`src/rtl/serial_sub_pkg.sv`:
```
// Shared state encoding and width limits for the bit-serial subtractor.
package serial_sub_pkg;

    typedef enum logic [1:0] {
        IDLE  = 2'd0,
        SHIFT = 2'd1,
        DONE  = 2'd2
    } sub_state_t;

    localparam int SUB_WIDTH_MIN = 2;
    localparam int SUB_WIDTH_MAX = 32;

endpackage

```
`src/rtl/full_subtractor_cell.sv`:
```
// One-bit full subtractor: difference and borrow-out of x - y - bin.
module full_subtractor_cell (
    input  logic x,
    input  logic y,
    input  logic bin,
    output logic d,
    output logic bout
);

    assign d    = x ^ y ^ bin;
    assign bout = (~x & y) | (~(x ^ y) & bin);

endmodule

```
`src/rtl/serial_subtractor.sv`:
```
// Bit-serial a - b, LSB first, one bit per clock with a start/done handshake.
// Optional signed-overflow output enabled by defining SERIAL_SUB_OVF_EN.
module serial_subtractor
    import serial_sub_pkg::*;
#(
    parameter int WIDTH = 8
) (
    input  logic             clk,
    input  logic             rst,
    input  logic             start,
    input  logic [WIDTH-1:0] a,
    input  logic [WIDTH-1:0] b,
    output logic             busy,
    output logic             done,
    output logic [WIDTH-1:0] diff,
    output logic             borrow_out
`ifdef SERIAL_SUB_OVF_EN
    ,
    output logic             ovf
`endif
);

    localparam int CW = $clog2(WIDTH);
    localparam logic [CW-1:0] CNT_LAST = CW'(WIDTH - 1);

    generate
        if (WIDTH < SUB_WIDTH_MIN || WIDTH > SUB_WIDTH_MAX) begin : g_bad_width
            $error("serial_subtractor: WIDTH out of range");
        end
    endgenerate

    sub_state_t       state;
    logic [WIDTH-1:0] a_sh;
    logic [WIDTH-1:0] b_sh;
    logic [WIDTH-2:0] r_sh;
    logic [WIDTH-2:0] r_next;
    logic [CW-1:0]    cnt;
    logic             brw;
    logic             d;
    logic             bout;

    full_subtractor_cell u_cell (
        .x    (a_sh[0]),
        .y    (b_sh[0]),
        .bin  (brw),
        .d    (d),
        .bout (bout)
    );

    // r_sh holds only the low WIDTH-1 result bits; the last bit goes straight to diff.
    generate
        if (WIDTH > 2) begin : g_rwide
            assign r_next = {d, r_sh[WIDTH-2:1]};
        end else begin : g_rnarrow
            assign r_next = d;
        end
    endgenerate

    always_ff @(posedge clk or posedge rst) begin
        if (rst) begin
            state      <= IDLE;
            a_sh       <= '0;
            b_sh       <= '0;
            r_sh       <= '0;
            cnt        <= '0;
            brw        <= 1'b0;
            busy       <= 1'b0;
            done       <= 1'b0;
            diff       <= '0;
            borrow_out <= 1'b0;
`ifdef SERIAL_SUB_OVF_EN
            ovf        <= 1'b0;
`endif
        end else begin
            done <= 1'b0;
            case (state)
                IDLE, DONE: begin
                    if (start) begin
                        a_sh  <= a;
                        b_sh  <= b;
                        brw   <= 1'b0;
                        cnt   <= '0;
                        busy  <= 1'b1;
                        state <= SHIFT;
                    end else begin
                        state <= IDLE;
                    end
                end
                SHIFT: begin
                    a_sh <= a_sh >> 1;
                    b_sh <= b_sh >> 1;
                    r_sh <= r_next;
                    brw  <= bout;
                    cnt  <= cnt + 1'b1;
                    if (cnt == CNT_LAST) begin
                        diff       <= {d, r_sh};
                        borrow_out <= bout;
`ifdef SERIAL_SUB_OVF_EN
                        // a_sh[0]/b_sh[0] are the operand sign bits on this last edge
                        ovf        <= (a_sh[0] ^ b_sh[0]) & (a_sh[0] ^ d);
`endif
                        busy       <= 1'b0;
                        done       <= 1'b1;
                        state      <= DONE;
                    end
                end
                default: begin
                    busy  <= 1'b0;
                    state <= IDLE;
                end
            endcase
        end
    end

endmodule
```
`config.mk`:
```
export PLATFORM = sky130hd
export DESIGN_NAME = serial_subtractor
export DESIGN_NICKNAME = d
export VERILOG_FILES = /design/src/rtl/serial_sub_pkg.sv /design/src/rtl/full_subtractor_cell.sv /design/src/rtl/serial_subtractor.sv
export SDC_FILE = /design/constraint.sdc
export NUM_CORES = 1
export LEC_CHECK = 0
export CAP_MARGIN = 10
export CORE_ASPECT_RATIO = 1.4
export CORE_UTILIZATION = 55
export CTS_BUF_LIST = sky130_fd_sc_hd__clkbuf_8 sky130_fd_sc_hd__clkbuf_16
export DETAILED_ROUTE_END_ITERATION = 6
export PLACE_DENSITY_LB_ADDON = 0.25
export SLEW_MARGIN = 5
export SYNTH_ARGS = -nofsm -noshare
export SYNTH_HDL_FRONTEND = slang
export SYNTH_SLANG_ARGS = --single-unit
```
`constraint.sdc`:
```
create_clock -name clk -period 2.37 [get_ports clk]
set_clock_uncertainty 0.15 [all_clocks]
set_input_delay 0.3555 -clock clk [delete_from_list [all_inputs] [get_ports clk]]
set_output_delay 0.3555 -clock clk [all_outputs]
set_load 0.02 [all_outputs]
```
==> results.sh <==
export IMPL_ant_nets=0
export IMPL_hold_viol=0
export IMPL_syn_num_nets=180
export IMPL_r2r_slack_ns=0.41
export IMPL_hp_class="register to register"
export IMPL_post_route_period_util_pct=82.55
export IMPL_pwr_share_comb_pct=38.7
export IMPL_critPathLaunchType="register"
export IMPL_io_buffers=29
export IMPL_worstSetupEndpointType="register"
export IMPL_cts_max_path_buffers=2
export IMPL_cp_endpoint="b_sh[2]"
export IMPL_hold_depth=2
export IMPL_hpwl_um=2228
export IMPL_gp_congestion=0.7475
export IMPL_grt_overflow_total=0
export IMPL_cts_sinks=40
export IMPL_worstReg2RegEnd="b_sh[2]"
export IMPL_grt_usage_pct=23.33
export IMPL_ys_types=24
export IMPL_worstHoldStart="r_sh[0]"
export IMPL_drt_wl_total_um=3219
export IMPL_max_freq_mhz=511.1
export IMPL_path_clk_slew_ns=0.07
export IMPL_cts_tree="yes"
export IMPL_tightest_slew_ns=0.6975
export IMPL_core_area_mm2=0.002907
export IMPL_post_cts_buffers=0
export IMPL_seq_area_mm2=0.001001
export IMPL_num_rows=23
export IMPL_ys_warn_count=0
export IMPL_worstSetupStartpoint="state[0]"
export IMPL_setup_ws_ns=0.4135
export IMPL_io_pins=30
export IMPL_setup_violations=0
export IMPL_die_area_mm2=0.003324
export IMPL_switchingPower_mw=1.051
export IMPL_cp_required_ns=2.44
export IMPL_ir_worst_vdd_mv=0.9234
export IMPL_internal_power_mw=1.925
export IMPL_syn_inst=158
export IMPL_drt_pass1_iterations=4
export IMPL_pwr_share_seq_pct=41.2
export IMPL_initial_utilization_pct=58.54
export IMPL_drc=0
export IMPL_grt_pass1_vias=1286
export IMPL_fin_crit_ns=1.957
export IMPL_insertion_delay_ns=0.29
export IMPL_p_per_area_mw_per_mm2=1390
export IMPL_cts_resized=0
export IMPL_vias=1242
export IMPL_die_h_um=67.82
export IMPL_slew_violations=0
export IMPL_fillers=210
export IMPL_grt_setup_unrepaired="no"
export IMPL_multi_input_area_um2=620.6
export IMPL_drive_gt1_share_pct=9.474
export IMPL_htree_levels=2
export IMPL_routedWlPerCell_um=14.18
export IMPL_root_buffer="clkbuf_8"
export IMPL_cap_violations=0
export IMPL_status="finished clean"
export IMPL_r2r_start="state[0]"
export IMPL_vias_per_cell=5.471
export IMPL_antenna_found_initial=0
export IMPL_cp_max_fo=16
export IMPL_numCtsBuffers=5
export IMPL_dp_slack_ns=0.4126
export IMPL_ys_ff_latch=40
export IMPL_dieWidth_um=49.01
export IMPL_seq_area_frac_synth_pct=58.82
export IMPL_slew_headroom_pct=53.41
export IMPL_p_leak_nw=0.9968
export IMPL_finish_net_count=211
export IMPL_ff2ff_path_depth=4
export IMPL_path_class="register to register"
export IMPL_num_antenna_cells=0
export IMPL_avgSynthCellArea_um2=10.77
export IMPL_syn_area_mm2=0.001702
export IMPL_syn_to_final_growth_pct=25.81
export IMPL_clock_power_share_pct=20.1
export IMPL_ctsHoldBuffers=0
export IMPL_setup_tns_ns=0
export IMPL_grt_max_degree=41
export IMPL_sw_frac_of_total_pct=35.31
export IMPL_drtIter0Drc=19
export IMPL_worstPathArrival_ns=2.02
export IMPL_grt_pass1_wl_um=5568
export IMPL_hold_slack_ns=0.3282
[registers in the layout, indices dropped and copies added, names as in the netlist]
name and count:
borrow_out 1, done 1, busy 1, state 2, b_sh 8, a_sh 8, brw 1, cnt 3
diff 8, r_sh 7
[power groups by stage]
stage	registers [mW]	logic (mW)	clock network, mW
after floorplan	1.27	0.710	0
after detailed placement	1.24	1.16	0
after global placement	1.21	1.10	0
after CTS	1.23	1.17	0.612
after global routing	1.27	1.28	0.641
final	1.22	1.15	0.598
[cell type report]
type / instances / share of cell area, %
timing repair buffer: 34 / 15.31
clock buffer: 7 / 4.500
sequential: 40 / 46.76
inverter: 5 / 0.8767
tap: 37 / 2.162
clock inverter: 1 / 1.403
multi-input combinational: 103 / 28.99
[cell usage in the layout, fill, tap and decap left out, types with 5 or more instances in the layout]
cell type | Yosys | routed
nand2_1 | 28 | 28
clkbuf_8 | 0 | 7
dfrtp_1 | 40 | 40
nor3_1 | 11 | 11
o22ai_1 | 12 | 12
buf_4 | 5 | 5
clkdlybuf4s50_1 | 0 | 29
nor2_1 | 15 | 15
inv_1 | 5 | 5
mux2_1 | 6 | 6
o21ai_0 | 5 | 5
[synth_stat cells (all sizes together)]
| cell | count | area (um^2) |
|---|---|---|
| buf | 9 | 57.56 |
| nand2 | 28 | 105.1 |
| nand3b | 1 | 20.02 |
| o21ai | 5 | 25.02 |
| nor2b | 2 | 12.51 |
| inv | 5 | 18.77 |
| mux2 | 10 | 112.6 |
| o2bb2ai | 1 | 8.760 |
| nand2b | 3 | 18.77 |
| nor2 | 15 | 56.30 |
| xnor2 | 1 | 8.760 |
| ha | 2 | 25.02 |
| nor3 | 11 | 55.05 |
| clkbuf | 1 | 3.750 |
| fa | 1 | 20.02 |
| o22ai | 12 | 75.07 |
| dfrtp | 40 | 1001 |
| a22oi | 2 | 15.01 |
| nand3 | 4 | 20.02 |
| a22o | 2 | 17.52 |
| mux2i | 2 | 20.02 |
| a21oi | 1 | 5.000 |
[how the worst min path moves through the flow]
stage	to	slack, ns
final	r_sh[0]	0.33
after global routing	borrow_out	0.37
after CTS	r_sh[0]	0.33
after detailed placement	r_sh[0]	0.31
after global placement	r_sh[0]	0.31
after floorplan	r_sh[0]	0.29
[worst max-delay path, cell delays in order, from the launching register on]
cell and delay (ns):
dfrtp_1 0.65, nor2b_1 0.64, buf_4 0.27, nor3_1 0.06
nor2_1 0.11
[routing by layer]
metal	vias up	share of wire, %	wire (um)	global-route usage, %
met5	-	0	0	0
met4	0	2.0	63	13.24
met3	5	3.9	127	6.222
met2	37	53	1714	41.84
met1	605	41	1314	25.11
li1	595	-	-	-
[cell families (layout without fill, tap and decap cells)]
logic type	after synthesis	in the layout	share of synthesized area, %
multiplexers	12	12	7.794
buffers and inverters	15	47	4.706
AND/OR/NAND/NOR	64	64	16.91
AO/OA/AOI/OAI	23	23	8.602
XOR/XNOR	1	1	0.5148
adder cells (fa/ha/maj)	3	3	2.647
flip-flops	40	40	58.82
[through the flow]
stage                     util [%]  area [um^2]  cells  power, mW
after detailed placement     69.31         2014    219      2.395
after global routing         73.65         2141    227      3.186
after floorplan                  -         1702    158      1.982
after CTS                    73.65         2141    227      3.007
final                        73.65         2141    227      2.975
after global placement       69.31         2014    219      2.309
No activity file was read; power rests on OpenSTA's default activity.
